**src/rtl/gray_hot_decoder.sv**
```systemverilog
// Registered one-hot/Gray to binary decoder with legality check and fault lock-out; 1-cycle latency, no backpressure.
// Optional macro ERR_CNT_EN builds the saturating illegal-sample counter (err_cnt tied to 0 otherwise).
module gray_hot_decoder #(
  parameter bit USE_GRAY  = 1'b0,
  parameter int ERR_LIMIT = 3,
  parameter int CNT_W     = 8
) (
  input  logic             clk,
  input  logic             rst,
  input  logic             in_valid,
  input  logic [6:0]       in_code,
  input  logic             clr,
  output logic             out_valid,
  output logic [2:0]       out_bin,
  output logic             out_err,
  output logic             err_sticky,
  output logic             fault,
  output logic [CNT_W-1:0] err_cnt
);

  localparam int CW = (ERR_LIMIT < 2) ? 1 : $clog2(ERR_LIMIT + 1);

  typedef enum logic {RUN = 1'b0, FAULT = 1'b1} state_t;

  state_t          state;
  logic [CW-1:0]   consec;
  logic [2:0]      dec_bin;
  logic            dec_ok;
  logic            accept;

  always_comb begin
    dec_bin = 3'd0;
    dec_ok  = 1'b0;
    if (USE_GRAY) begin
      dec_ok = (in_code[6:3] == 4'd0);
      if (dec_ok)
        dec_bin = {in_code[2], in_code[2] ^ in_code[1], in_code[2] ^ in_code[1] ^ in_code[0]};
    end else if (in_code == 7'd0) begin
      dec_ok = 1'b1;
    end else begin
      for (int k = 0; k < 7; k++) begin
        if (in_code == 7'(1 << k)) begin
          dec_ok  = 1'b1;
          dec_bin = 3'(k + 1);
        end
      end
    end
  end

  // A sample is only taken in RUN and never in a clr cycle.
  assign accept = in_valid && !clr && (state == RUN);
  assign fault  = (state == FAULT);

  always_ff @(posedge clk or posedge rst) begin
    if (rst) begin
      state      <= RUN;
      consec     <= '0;
      out_valid  <= 1'b0;
      out_bin    <= 3'd0;
      out_err    <= 1'b0;
      err_sticky <= 1'b0;
    end else begin
      out_valid <= 1'b0;
      if (clr) begin
        state      <= RUN;
        consec     <= '0;
        err_sticky <= 1'b0;
      end else if (accept) begin
        out_valid <= 1'b1;
        out_bin   <= dec_ok ? dec_bin : 3'd0;
        out_err   <= !dec_ok;
        if (dec_ok) begin
          consec <= '0;
        end else begin
          err_sticky <= 1'b1;
          if (consec == CW'(ERR_LIMIT - 1))
            state <= FAULT;
          else
            consec <= consec + 1'b1;
        end
      end
    end
  end

`ifdef ERR_CNT_EN
  logic [CNT_W-1:0] cnt_q;

  always_ff @(posedge clk or posedge rst) begin
    if (rst)
      cnt_q <= '0;
    else if (clr)
      cnt_q <= '0;
    else if (accept && !dec_ok && (cnt_q != {CNT_W{1'b1}}))
      cnt_q <= cnt_q + 1'b1;
  end

  assign err_cnt = cnt_q;
`else
  assign err_cnt = '0;
`endif

endmodule

```
**config.mk**
```make
export PLATFORM = sky130hd
export DESIGN_NAME = gray_hot_decoder
export DESIGN_NICKNAME = d
export VERILOG_FILES = /design/src/rtl/gray_hot_decoder.sv
export SDC_FILE = /design/constraint.sdc
export NUM_CORES = 1
export LEC_CHECK = 0
export BUFFER_PORTS_ARGS = -buffer_cell sky130_fd_sc_hd__buf_2
export CAP_MARGIN = 20
export CORE_UTILIZATION = 38
export DETAILED_ROUTE_END_ITERATION = 8
export PLACE_DENSITY_LB_ADDON = 0.1
export SLEW_MARGIN = 20
export SYNTH_ARGS = -nofsm -noshare
export SYNTH_HDL_FRONTEND = slang
export SYNTH_SLANG_ARGS = --single-unit
```
**constraint.sdc**
```tcl
create_clock -name clk -period 4 [get_ports clk]
set_input_delay 0 -clock clk [delete_from_list [all_inputs] [get_ports clk]]
set_output_delay 0 -clock clk [all_outputs]
set_load 0.05 [all_outputs]
```
==> impl_metrics.csv, run 1 <==
group,metric,value,unit
run_status,status,"finished, final reports clean",
power_and_ir_drop,p_per_area,302,nW/um2
floorplanning,die_h,45.7,um
final_layout,final_core_util,0.463,
sta,max_freq,0.664,GHz
worst_setup_path,cp-end-kind,"register",
detailed_routing,initialDrtViolationCount,9,
clock_network,clk_latency,0.26,ns
worst_setup_path,cp_data_arrival_time,1.68,ns
worst_setup_path,path_max_fanout,13,
detailed_routing,firstDrtPassIters,5,
sta,skew,0.00512,ns
detailed_routing,post-route-drc-count,0,
yosys,synthFlopType,"dfrtp_1",
final_layout,layout_common_cells,"buf_2 (17), dfrtp_1 (9), o21ai_0 (8), conb_1 (8), nand2_1 (7)",
yosys,yosys_warnings,0,
power_and_ir_drop,intPower,0.000155,W
global_routing,grt_usage,0.148,
power_and_ir_drop,power.leakage,0.370,nW
sta,final_max_slew_viol_count,0,
place,dp_hpwl,968,um
job,cap_violations,0,
detailed_routing,ant_nets,0,
final_layout,finalNetCount,110,
sta,hold_viol,0,
floorplanning,io_pins,26,
clock_network,clock_sinks,9,
place,port_buffers,17,
global_routing,grt_pass1_wl,2200,um
detailed_routing,wl_per_cell,11.1,um
place,dp.cells,116,
floorplanning,start_util,0.411,
floorplanning,fp.dieW,45.7,um
power_and_ir_drop,combPwrFrac,0.317,
worst_setup_path,worstReg2RegStart,"fault",
clock_network,cts.path.max_buffers,2,
final_layout,final_common_cell,"buf_2",
yosys,ys_seq_elements,9,
power_and_ir_drop,p_seq_frac,0.400,
place,gp_congestion,0.681,
global_routing,grt-ovfl-total,0,
yosys,synth_edf_count,0,
power_and_ir_drop,switching_share,0.372,
clock_network,clockRootBuffer,"clkbuf_4",
global_routing,antenna_found_initial,0,
worst_setup_path,worst_setup_path_start_kind,"input port",
clock_network,htree_levels,1,
yosys,syn_area_per_cell,9.07,um2
sta,setup_viol,0,
yosys,yosysSeqAreaShare,0.310,
worst_setup_path,worstSetupStartpoint,"clr",
power_and_ir_drop,max-vdd-ir-drop,93.1,uV
yosys,async_flop_share,1.00,
worst_hold_path,hp-class,"input port to register",
clock_network,clk_pin_slew,0.06,ns
final_layout,diodes,0,
sta,tns,0,ns
final_layout,fin_area,817,um2
place,place_area,771,um2
final_layout,syn2layout_area_growth,12.6,%
global_routing,grt_start_max_net_pins,14,
sta,whs,0.0374,ns
sta,period_needed,1.51,ns
power_and_ir_drop,p_switching,0.0000919,W
worst_hold_path,hold_start,"in_valid",
clock_network,cts_buffers,3,
final_layout,final_cells,122,
yosys,synthTopCellsByArea,"dfrtp_1 (31%), buf_4 (8.3%), o21ai_0 (5.5%)",
sta,period_share,0.376,
yosys,synth_area,726,um2
yosys,synth_top_area_share,0.310,
worst_setup_path,critPathKind,"input port to register",
global_routing,grt_pass1_vias,493,
clock_network,cts_resized,0,
yosys,synth.distinct_cells,35,
detailed_routing,vias_per_cell,5.00,
clock_network,tritoncts,"built",
floorplanning,die_area,2090,um2
final_layout,drive_gt1_frac,0.320,
floorplanning,row_count,15,
worst_setup_path,required,4.17,ns
floorplanning,core,1760,um2
yosys,syn_inst,80,
detailed_routing,drt_wl_total,1360,um
power_and_ir_drop,clockPowerShare,0.283,
sta,rsz0062_at_grt,"no",
yosys,yosys.area.top_type,"dfrtp_1",
detailed_routing,dr_total_vias,610,
-- through the flow --
stage | setup WS [ns] | power (W)
after floorplan | 2.38 | 0.000169
after global placement | 2.54 | 0.000176
after detailed placement | 2.51 | 0.000177
after global routing | 2.43 | 0.000260
after CTS | 2.49 | 0.000250
final | 2.49 | 0.000247
-- Yosys cell counts, types with 2 or more instances --
master and count:
a211oi_2 2, buf_2 3, buf_4 8, nor3_1 3, nand3_1 3, inv_1 4, dfrtp_1 9, nand4_1 2
xor2_1 4, nor2_1 2, or3_1 2, buf_6 2, nand2_1 7, o21ai_0 8
-- worst max-delay path, cell delays in order --
cell and delay (ns):
dlygate4sd3_1 0.53, buf_2 0.16, or3b_4 0.46, or3_1 0.37
o31ai_4 0.16
-- final timing paths --
path                         endpoint  slack [ns]  depth (start not counted)
max                        out_bin[0]        2.49                          5
min                             fault        0.04                          3
max reg2reg                out_bin[0]        2.50                          3
min reg2reg                   out_err        0.48                          2
max in group asynchronous  out_bin[0]        3.48                          3
min in group asynchronous  out_bin[2]        0.26                          3
-- routing by layer --
| layer | vias to the layer above | wire, um | global-route usage |
|---|---|---|---|
| met5 | - | 0 | 0 |
| met1 | 277 | 672 | 0.206 |
| li1 | 308 | - | - |
| met2 | 23 | 615 | 0.206 |
| met4 | 0 | 19 | 0.124 |
| met3 | 2 | 51 | 0.0119 |
-- layout make-up --
cell class              count  area, um2
fillers                   179        947
multi-input cells          61        414
flip-flops and latches      9        225
repair buffers             19        105
well taps                  25       31.3
clock buffers               4       26.3
inverters                   4       15.0
-- repair_timing --
| item | 4_1_cts | 5_1_grt |
|---|---|---|
| setup buffers | 0 | 0 |
| hold buffers | 2 | 0 |
| endpoints found under the hold margin | 11 | 0 |
-- registers in the layout (all words and copies together), names as in the netlist --
register    flops
out_valid       1
consec          2
fault           1
out_err         1
out_bin         3
err_sticky      1
-- cells by family (layout without fill, tap and decap cells) --
kind of cell | after synthesis | count (layout) | synth area share
flops | 9 | 9 | 0.310
compound gates | 23 | 23 | 0.269
xor+xnor | 4 | 4 | 0.0483
simple gates | 25 | 25 | 0.195
fa+ha+maj | 1 | 1 | 0.0172
buf+inv | 17 | 27 | 0.155
other cells | 1 | 8 | 0.00517
-- power groups by stage --
| stage | clock network (W) | registers, W | logic, W |
|---|---|---|---|
| 2_1_floorplan | 0 | 0.000114 | 0.0000549 |
| 6_report | 0.0000699 | 0.0000986 | 0.0000782 |
| 4_1_cts | 0.0000728 | 0.0000987 | 0.0000783 |
| 5_1_grt | 0.0000761 | 0.0000992 | 0.0000849 |
| 3_5_place_dp | 0 | 0.000100 | 0.0000766 |
| 3_3_place_gp | 0 | 0.000100 | 0.0000762 |
(Power assumes the default switching activity.)
==> run 2, diff against run 1 <==
==> constraint.sdc (replaced) <==
create_clock -name clk -period 1.4 [get_ports clk]
set_input_delay 0 -clock clk [delete_from_list [all_inputs] [get_ports clk]]
set_output_delay 0 -clock clk [all_outputs]
set_load 0.05 [all_outputs]
==> run 2 against run 1 <==
  * The flow now finishes with violations (setup timing)
  * Core utilization rose by 2.0 points
  * Critical path type is now register to register
  * Via count fell by 0.16%
  * Clock skew fell by 0.0035 ns
  * Largest cell class unchanged
  * Die area did not move
  * Register-to-register slack got worse by 2.5 ns
  * Final area rose by 4.3%
  * Clock power rose to 2.8 times the previous value
  * Worst setup slack got worse by 2.5 ns
==> impl_metrics.csv, run 2 (synthesized netlist as in run 1, its figures left out) <==
group,metric,value,unit
run_status,status,"complete, but fails checks",
run_status,violations,"setup timing",
power_and_ir_drop,combPwrFrac,0.327,
clock_network,clockRootBuffer,"clkbuf_4",
place,port_buffers,17,
global_routing,grt_usage,0.162,
place,dp_slack,0.0142,ns
final_layout,nFillCells,194,
final_layout,final_common_cell,"buf_2",
worst_setup_path,slowest_delay,0.41,ns
clock_network,clk_latency,0.25,ns
clock_network,cts_resized,0,
detailed_routing,post-route-drc-count,0,
power_and_ir_drop,intPower,0.000448,W
power_and_ir_drop,p_switching,0.000261,W
floorplanning,core,1760,um2
floorplanning,start_util,0.411,
clock_network,cts.path.max_buffers,2,
global_routing,antenna_found_initial,0,
worst_setup_path,path_buf_inv,0,
power_and_ir_drop,p_per_area,832,nW/um2
place,gp_congestion,0.655,
detailed_routing,initialDrtViolationCount,12,
worst_setup_path,required,1.56,ns
final_layout,top_regs,"out_bin: 3 flops, consec: 2 flops",
power_and_ir_drop,clockPowerShare,0.275,
power_and_ir_drop,power.leakage,0.385,nW
floorplanning,die_area,2090,um2
clock_network,clk_pin_slew,0.06,ns
clock_network,cts_buffers,3,
final_layout,syn2layout_area_growth,17.4,%
floorplanning,die_h,45.7,um
final_layout,layout_common_cells,"buf_2 (17), o21ai_0 (8), conb_1 (8), dfrtp_1 (8), nand2_1 (7)",
final_layout,largest-register,"out_bin",
final_layout,diodes,0,
worst_setup_path,path_cells,"or3b_4 -> or3_4 -> o31ai_4",
floorplanning,row_count,15,
detailed_routing,wl_per_cell,11.5,um
floorplanning,fp.dieW,45.7,um
floorplanning,io_pins,26,
place,dp.cells,119,
final_layout,largest_reg_flops,3,
detailed_routing,ant_nets,0,
clock_network,clock_sinks,9,
sta,skew,0.00158,ns
global_routing,grt_pass1_wl,2370,um
global_routing,grt-ovfl-total,0,
sta,max_freq,0.703,GHz
worst_setup_path,cp_data_arrival_time,1.59,ns
final_layout,drive_gt1_frac,0.370,
detailed_routing,vias_per_cell,4.87,
worst_setup_path,crit_family,"simple AND/OR/NAND/NOR gates",
power_and_ir_drop,p_seq_frac,0.398,
job,cap_violations,0,
power_and_ir_drop,max-vdd-ir-drop,358,uV
final_layout,final_cells,125,
global_routing,grt_pass1_vias,524,
detailed_routing,dr_total_vias,609,
detailed_routing,drt_wl_total,1430,um
sta,timing.final.ws_setup,-0.0223,ns
sta,period_share,1.02,
power_and_ir_drop,switching_share,0.368,
worst_setup_path,worst_setup_path_start_kind,"register",
sta,hold_viol,0,
worst_setup_path,critPathKind,"register to register",
worst_setup_path,cp_slowest_cell,"dfrtp_2",
place,dp_hpwl,1080,um
clock_network,tritoncts,"built",
worst_setup_path,path_max_fanout,5,
sta,setup_viol,1,
final_layout,finalNetCount,113,
worst_setup_path,cp-end-kind,"register",
worst_hold_path,hp-class,"input port to register",
power_and_ir_drop,power.total,0.000709,W
detailed_routing,firstDrtPassIters,4,
global_routing,grt_start_max_net_pins,12,
clock_network,htree_levels,1,
sta,final_max_slew_viol_count,0,
sta,period_needed,1.42,ns
sta,rsz0062_at_grt,"yes",
-- run 2: layout make-up --
cell class                      count  area, um2  share of cell area
Multi-Input combinational cell     61        425               0.499
Sequential cell                     9        226               0.266
Timing Repair Buffer               22        128               0.150
Tap cell                           25       31.3              0.0367
Clock buffer                        4       26.3              0.0308
Inverter                            4       15.0              0.0176
-- run 2: final timing paths --
kind / startpoint / slack (ns) / endpoint / depth (start not counted)
setup reg to reg: fault / -0.02 / out_bin[0] / 3
max in group asynchronous: rst / 0.88 / fault / 3
hold / removal: clr / 0.008 / err_sticky / 2
setup / recovery: fault / -0.02 / out_bin[0] / 3
hold reg to reg: out_bin[1] / 0.49 / out_bin[1] / 2
min in group asynchronous: rst / 0.25 / out_err / 3
-- run 2: power by group through the flow --
| stage | clock network (W) | logic [W] | registers, W |
|---|---|---|---|
| final | 0.000195 | 0.000232 | 0.000282 |
| after global routing | 0.000215 | 0.000254 | 0.000284 |
| after CTS | 0.000199 | 0.000233 | 0.000282 |
| after detailed placement | 0 | 0.000228 | 0.000287 |
| after global placement | 0 | 0.000226 | 0.000286 |
| after floorplan | 0 | 0.000159 | 0.000326 |
-- run 2: routing by layer --
layer	share of wire	vias up	wire (um)	track usage
met5	0	-	0	0
met4	0.027	0	38	0.112
met3	0.033	4	47	0.0238
met2	0.44	19	636	0.243
met1	0.50	276	710	0.213
li1	-	310	-	-
-- run 2: metrics by stage --
step / hold slack [ns] / TNS [ns] / area, um2 / utilization
2_1_floorplan: -0.172 / -0.233 / 764 / -
3_3_place_gp: -0.0177 / 0 / 806 / 0.457
3_5_place_dp: -0.0211 / 0 / 806 / 0.457
4_1_cts: 0.00515 / -0.0252 / 852 / 0.483
5_1_grt: 0.0118 / -0.168 / 852 / 0.483
6_report: 0.00789 / -0.0223 / 852 / 0.483
-- run 2: timing repair --
item,in CTS,in global routing
hold buffers,2,0
buffers inserted,0,0
cloned,0,0
hold endpoints to repair,11,0
endpoints found under the setup margin,2,4
